--- config.mk ---
export PLATFORM = sky130hd
export DESIGN_NAME = sof_decide
export DESIGN_NICKNAME = d
export VERILOG_FILES = /design/src/rtl/sof_pkg.sv /design/src/rtl/top2_track.sv /design/src/rtl/sof_decide.sv
export SDC_FILE = /design/constraint.sdc
export NUM_CORES = 1
export LEC_CHECK = 0
export CAP_MARGIN = 40
export CORE_UTILIZATION = 30
export CTS_CLUSTER_DIAMETER = 30
export DETAILED_ROUTE_END_ITERATION = 7
export MAX_ROUTING_LAYER = met4
export SYNTH_ARGS = -nofsm -noshare
export SYNTH_HDL_FRONTEND = slang
export SYNTH_SLANG_ARGS = --single-unit
--- constraint.sdc ---
create_clock -name clk -period 4.58 [get_ports clk]
set_input_delay 0.458 -clock clk [delete_from_list [all_inputs] [get_ports clk]]
set_output_delay 0.458 -clock clk [all_outputs]
set_load 0.05 [all_outputs]
--- src/rtl/sof_pkg.sv ---
// Shared constants and FSM encoding for the softmax decision stage.
// Both the RTL and the benches pull frame geometry from here.
package sof_pkg;

  localparam int NCLASS = 13;
  localparam int DW     = 11;
  localparam int IDX_W  = 4;

  typedef enum logic [1:0] {
    S_IDLE = 2'd0,
    S_ACC  = 2'd1,
    S_EMIT = 2'd2
  } state_t;

endpackage

--- src/rtl/top2_track.sv ---
// Running top-2 tracker over one frame of class scores.
// Outputs include the score presented this cycle, so the caller can latch the final result on the last element.
module top2_track
  import sof_pkg::*;
#(
  parameter int DW = sof_pkg::DW
) (
  input  logic             clk,
  input  logic             clear,
  input  logic             valid,
  input  logic [IDX_W-1:0] count,
  input  logic [DW-1:0]    score,
  output logic [DW-1:0]    best,
  output logic [DW-1:0]    second,
  output logic [IDX_W-1:0] idx
);

  logic [DW-1:0]    best_q;
  logic [DW-1:0]    second_q;
  logic [IDX_W-1:0] idx_q;

  // NOTE: every output gets a default first so no path leaves it unassigned, which would infer a latch.
  always_comb begin
    best   = best_q;
    second = second_q;
    idx    = idx_q;
    if (valid) begin
      if (count == '0) begin
        best   = score;
        second = '0;
        idx    = '0;
      end else if (score > best_q) begin
        // Strict compare keeps the earliest index on ties.
        second = best_q;
        best   = score;
        idx    = count;
      end else if (score > second_q) begin
        second = score;
      end
    end
  end

  // NOTE: state registers use non-blocking assignments so all flops update from pre-edge values.
  always_ff @(posedge clk) begin
    if (clear) begin
      best_q   <= '0;
      second_q <= '0;
      idx_q    <= '0;
    end else if (valid) begin
      best_q   <= best;
      second_q <= second;
      idx_q    <= idx;
    end
  end

endmodule

--- src/rtl/sof_decide.sv ---
// Per-frame argmax decision over softmax scores, plus a run-length smoother
// that flags a word once the same confident class repeats HOLD frames in a row.
module sof_decide
  import sof_pkg::*;
#(
  parameter int             NCLASS = sof_pkg::NCLASS,
  parameter int             DW     = sof_pkg::DW,
  parameter logic [DW-1:0]  THRESH = DW'(1024),
  parameter int             HOLD   = 3
) (
  input  logic             clk,
  input  logic             rst,
  input  logic             dv_in,
  input  logic [DW-1:0]    prob_in,
  output logic             dv_out,
  output logic [3:0]       class_idx,
  output logic [DW-1:0]    class_prob,
  output logic [DW-1:0]    margin,
  output logic             frame_err,
  output logic             word_det,
  output logic [3:0]       word_idx
);

  localparam int RW = $clog2(HOLD) + 1;

  state_t           state;
  logic [IDX_W-1:0] cnt;
  logic [IDX_W-1:0] elem;
  logic             last;
  logic [DW-1:0]    best;
  logic [DW-1:0]    second;
  logic [IDX_W-1:0] idx;
  logic [RW-1:0]    run;
  logic [RW-1:0]    run_nxt;
  logic [3:0]       last_idx;
  logic             conf;
  logic             same;
  logic             det;

  top2_track #(.DW(DW)) u_top2 (
    .clk    (clk),
    .clear  (rst),
    .valid  (dv_in),
    .count  (elem),
    .score  (prob_in),
    .best   (best),
    .second (second),
    .idx    (idx)
  );

  // Any score arriving outside ACC starts a new frame, which gives back-to-back frames for free.
  always_comb begin
    elem    = (state == S_ACC) ? cnt : '0;
    last    = (elem == IDX_W'(NCLASS - 1));
    conf    = (class_prob >= THRESH);
    same    = (class_idx == last_idx);
    run_nxt = '0;
    if (conf) begin
      if (!same)                  run_nxt = RW'(1);
      else if (run == RW'(HOLD))  run_nxt = run;
      else                        run_nxt = run + RW'(1);
    end
    det = (run_nxt == RW'(HOLD)) && !(run == RW'(HOLD) && same);
  end

  always_ff @(posedge clk) begin
    if (rst) begin
      state      <= S_IDLE;
      cnt        <= '0;
      dv_out     <= 1'b0;
      class_idx  <= '0;
      class_prob <= '0;
      margin     <= '0;
      frame_err  <= 1'b0;
      word_det   <= 1'b0;
      word_idx   <= '0;
      run        <= '0;
      last_idx   <= '0;
    end else begin
      dv_out    <= 1'b0;
      frame_err <= 1'b0;
      word_det  <= 1'b0;

      // Smoothing runs in the cycle dv_out is high, off the just-latched decision.
      if (state == S_EMIT) begin
        run <= run_nxt;
        if (conf) last_idx <= class_idx;
        if (det) begin
          word_det <= 1'b1;
          word_idx <= class_idx;
        end
      end

      if (dv_in) begin
        if (last) begin
          state      <= S_EMIT;
          cnt        <= '0;
          dv_out     <= 1'b1;
          class_idx  <= idx;
          class_prob <= best;
          margin     <= best - second;
        end else begin
          state <= S_ACC;
          cnt   <= elem + IDX_W'(1);
        end
      end else begin
        state <= S_IDLE;
        cnt   <= '0;
        if (state == S_ACC) frame_err <= 1'b1;
      end
    end
  end

endmodule

==> metrics.md, run 1 <==
| Metric | Value |
|---|---|
| Critical R2R Launch | u_top2.best_q[4]$_SDFFE_PP0P_ |
| Hold crit path type | register to register |
| Area leader, netlist | dfxtp_1 |
| Worst setup EP type | register |
| Outcome | finished clean |
| Clk_lat worst skew | 0.34 ns |
| Synthesized area | 3890 µm² |
| FILL cells | 1292 |
| Via-to-Cell Ratio | 4.80 |
| Worst setup path start | prob_in[10] |
| Initial Util | 0.308 |
| DP Wirelength | 7420 µm |
| Final count of negative-setup-slack endpoints | 0 |
| Slew @ Worst Pin | 0.729 ns |
| Placed cells | 712 |
| Die width | 116 µm |
| Max Fclk | 0.234 GHz |
| Post-Syn Area per Cell | 8.14 µm² |
| Pre-Repair DR Iteration Count | 4 |
| Initial antenna violation count | 0 |
| Power, Total | 0.00172 W |
| H-tree levels | 3 |
| DRT Wirelength | 9920 µm |
| Min cycle time layout | 4.28 ns |
| Post-synth EDFFs | 0 |
| Core area | 12600 µm² |
| Hold_buf cts | 0 |
| CTS tree | built |
| Netlist cell types | 45 |
| Sequential-to-total area share from yosys stat | 0.365 |
| Ys Warns | 0 |
| R2R setup slack | 0.53 ns |
| Syn nets | 528 |
| Switching Share | 0.238 |
| CP arrival | 4.49 ns |
| # IOs | 47 |
| Final Non-Filler Cells | 728 |
| GRT Residual Overflow | 0 |
| Worst Path Max Fanout | 9 |
| Gr usage total | 0.163 |
| Share of total power in the clock network | 0.478 |
| Starting DRT DRC Count | 162 |
| Max_cap viols | 0 |
| Global-route wire length before repair | 16400 µm |
| Logic gate share of total power | 0.153 |
| Die height | 116 µm |
| Root buffer cell | clkbuf_16 |
| Antenna cells | 0 |
| Layout cells sized above 1 | 0.129 |
| Tcrit/Tclk final | 0.934 |
| WL/cell | 13.6 µm |
| Startpoint types | primary input |
| Die area | 13400 µm² |
| Ys flop type | dfxtp_1 |
| Vias | 3496 |
| Inserted Clock Buffers | 9 |
| Reg2Reg Capture Point | margin[10]$_SDFFE_PP0P_ |
| Hold Crit Start | margin[6]$_SDFFE_PP0P_ |
| Seq cells post-synth | 71 |
| Min Hold Slack | 0.456 ns |
| Seq pwr share | 0.368 |
| Max-slew violation count | 0 |
| Int Power | 0.00131 W |
| Final antenna-violating net count | 0 |
| Crit path kind | primary input to register |
| Largest net degree at the start of global routing | 51 |
| Post-synth ARST share | 0 |
| Peak VDD IR | 225 µV |
| Clock sink total | 71 |
| Routability cong. | 0.875 |
| Clock tree buffer depth | 2 |
| Mapped Cells | 478 |
| Reg2Reg Depth | 19 |
| Hold depth | 2 |
| Rel. slew slack | 0.513 |
| CP required | 4.79 ns |
| I/O Buffers | 46 |
| LEAKAGE | 2.12 nW |
| Largest cells by area after synthesis | dfxtp_1 (37%), ha_1 (11%), nor2_1 (5.8%) |
| Area growth syn-to-layout | 33.2% |
| P per Cell Area | 332 nW/µm² |
| Hold Path Sink | margin[6]$_SDFFE_PP0P_ |
| Drc violations | 0 |
| Number of global-route vias before repair | 3427 |
| Reg clk slew, reported paths | 0.06 ns |
| Final #Nets | 601 |
| Post-Route Skew | 0.00789 ns |
| Site row count | 41 |
| Final Hold Viols | 0 |
| Post-synth top area share | 0.365 |
| Switching power | 0.000410 W |
-- placed cells by master (no fill, tap or decap), types with 5 or more instances in the layout --
cell / synthesis / final
dfxtp_1: 71 / 71
nor2_1: 60 / 60
nand2_1: 45 / 45
clkdlybuf4s50_1: 0 / 45
a21oi_1: 40 / 39
inv_1: 39 / 39
buf_4: 0 / 39
ha_1: 35 / 35
o21ai_0: 28 / 26
mux2i_1: 22 / 21
a211oi_1: 17 / 17
nand3_1: 13 / 13
xor2_1: 9 / 9
clkbuf_16: 0 / 9
nor2b_1: 7 / 7
a2bb2oi_1: 10 / 6
nor3_1: 6 / 5
-- layer usage --
metal | vias up | part of all wire | GRT usage
li1 | 1791 | - | -
met1 | 1641 | 0.45 | 0.194
met2 | 54 | 0.50 | 0.267
met3 | 10 | 0.035 | 0.0486
met4 | 0 | 0.011 | 0.0419
met5 | - | 0 | -
-- Yosys cell counts, drive strengths merged (4+ instances only) --
master / instances
mux2i: 22
o21ai: 30
nand3: 13
nor3: 7
clkbuf: 19
dfxtp: 71
buf: 4
nand2b: 4
xor2: 9
a31oi: 4
nand3b: 4
a211oi: 17
nor2b: 7
a2bb2oi: 10
ha: 35
inv: 39
nand2: 46
nor2: 60
a21oi: 40
xnor2: 4
-- flip-flops by register name, indices dropped and copies added (netlist names) --
name / flops
class_prob: 11
margin: 11
u_top2.best_q: 11
u_top2.second_q: 11
class_idx: 4
cnt: 4
last_idx: 4
u_top2.idx_q: 4
word_idx: 4
run: 3
dv_out: 1
frame_err: 1
state: 1
word_det: 1
-- power by group through the flow --
stage               Clock [W]  Combinational, W  Sequential [W]
finish               0.000823          0.000264        0.000633
global route         0.000866          0.000296        0.000634
global placement            0          0.000245        0.000647
floorplan                   0          0.000156        0.000645
CTS                  0.000839          0.000253        0.000633
detailed placement          0          0.000251        0.000646
-- area by class of cell --
| type | count | area (µm²) | share of cell area |
|---|---|---|---|
| clock buffers | 11 | 253 | 0.0488 |
| clock inverters | 5 | 104 | 0.0200 |
| inverters | 39 | 146 | 0.0282 |
| multi-input cells | 345 | 2300 | 0.443 |
| flip-flops and latches | 71 | 1420 | 0.274 |
| well taps | 172 | 215 | 0.0415 |
| repair buffers | 85 | 748 | 0.144 |
-- through the flow --
step | util | area, µm² | setup WS (ns) | TNS (ns)
2_1_floorplan | - | 3890 | 0.777 | 0
3_3_place_gp | 0.378 | 4770 | -0.126 | -0.126
3_5_place_dp | 0.378 | 4770 | -0.198 | -0.198
4_1_cts | 0.406 | 5130 | 0.150 | 0
5_1_grt | 0.411 | 5180 | -0.00531 | -0.00531
6_report | 0.411 | 5180 | 0.302 | 0
-- worst max-delay path, stage by stage --
cell	delay [ns]
clkdlybuf4s50_1	0.49
ha_1	0.35
nand2_1	0.06
o21ai_1	0.25
o22ai_1	0.15
or2_1	0.27
buf_4	0.18
o21ai_0	0.24
o21ai_0	0.15
a2bb2oi_2	0.21
ha_1	0.30
and3_1	0.16
a21oi_1	0.21
a31oi_2	0.15
a21o_1	0.22
a21oi_2	0.19
and3b_1	0.20
mux2i_1	0.13
o2111ai_1	0.12
-- logic make-up (layout without fill, tap and decap cells) --
family / after synthesis / after routing / synth area share
buf+inv: 62 / 140 / 0.0611
fa+ha+maj: 36 / 36 / 0.118
mux: 22 / 22 / 0.0566
flops: 71 / 71 / 0.365
compound gates: 113 / 113 / 0.175
xor+xnor: 13 / 13 / 0.0293
simple gates: 161 / 161 / 0.195
-- how the worst max path moves through the flow --
stage | depth (start not counted) | endpoint
CTS | 19 | margin[10]$_SDFFE_PP0P_
global route | 19 | margin[10]$_SDFFE_PP0P_
finish | 19 | margin[10]$_SDFFE_PP0P_
floorplan | 19 | margin[10]$_SDFFE_PP0P_
detailed placement | 19 | margin[10]$_SDFFE_PP0P_
global placement | 19 | margin[10]$_SDFFE_PP0P_
-- timing repair --
| item | in CTS | in global routing |
|---|---|---|
| endpoints found under the setup margin | 0 | 3 |
| endpoints found under the hold margin | 0 | 0 |
| gates resized for setup | 0 | 13 |
| setup buffers | 0 | 0 |
(Power assumes the default switching activity.)
==> run 2, diff against run 1 <==
--- a/config.mk
+++ b/config.mk
@@ -7,7 +7,7 @@
 export LEC_CHECK = 0
 export CAP_MARGIN = 40
 export CORE_UTILIZATION = 30
-export CTS_CLUSTER_DIAMETER = 30
+export CTS_CLUSTER_DIAMETER = 120
 export DETAILED_ROUTE_END_ITERATION = 7
 export MAX_ROUTING_LAYER = met4
 export SYNTH_ARGS = -nofsm -noshare
==> results of run 2 <==
No change in the layout: final DEF, timing and power equal those of run 1.
==> run 3, diff against run 2 <==
--- a/config.mk
+++ b/config.mk
@@ -9,6 +9,7 @@
 export CORE_UTILIZATION = 30
 export CTS_CLUSTER_DIAMETER = 120
 export DETAILED_ROUTE_END_ITERATION = 7
+export HOLD_SLACK_MARGIN = 0.15
 export MAX_ROUTING_LAYER = met4
 export SYNTH_ARGS = -nofsm -noshare
 export SYNTH_HDL_FRONTEND = slang
==> results of run 3 <==
No change in the layout: final DEF, timing and power equal those of run 1.
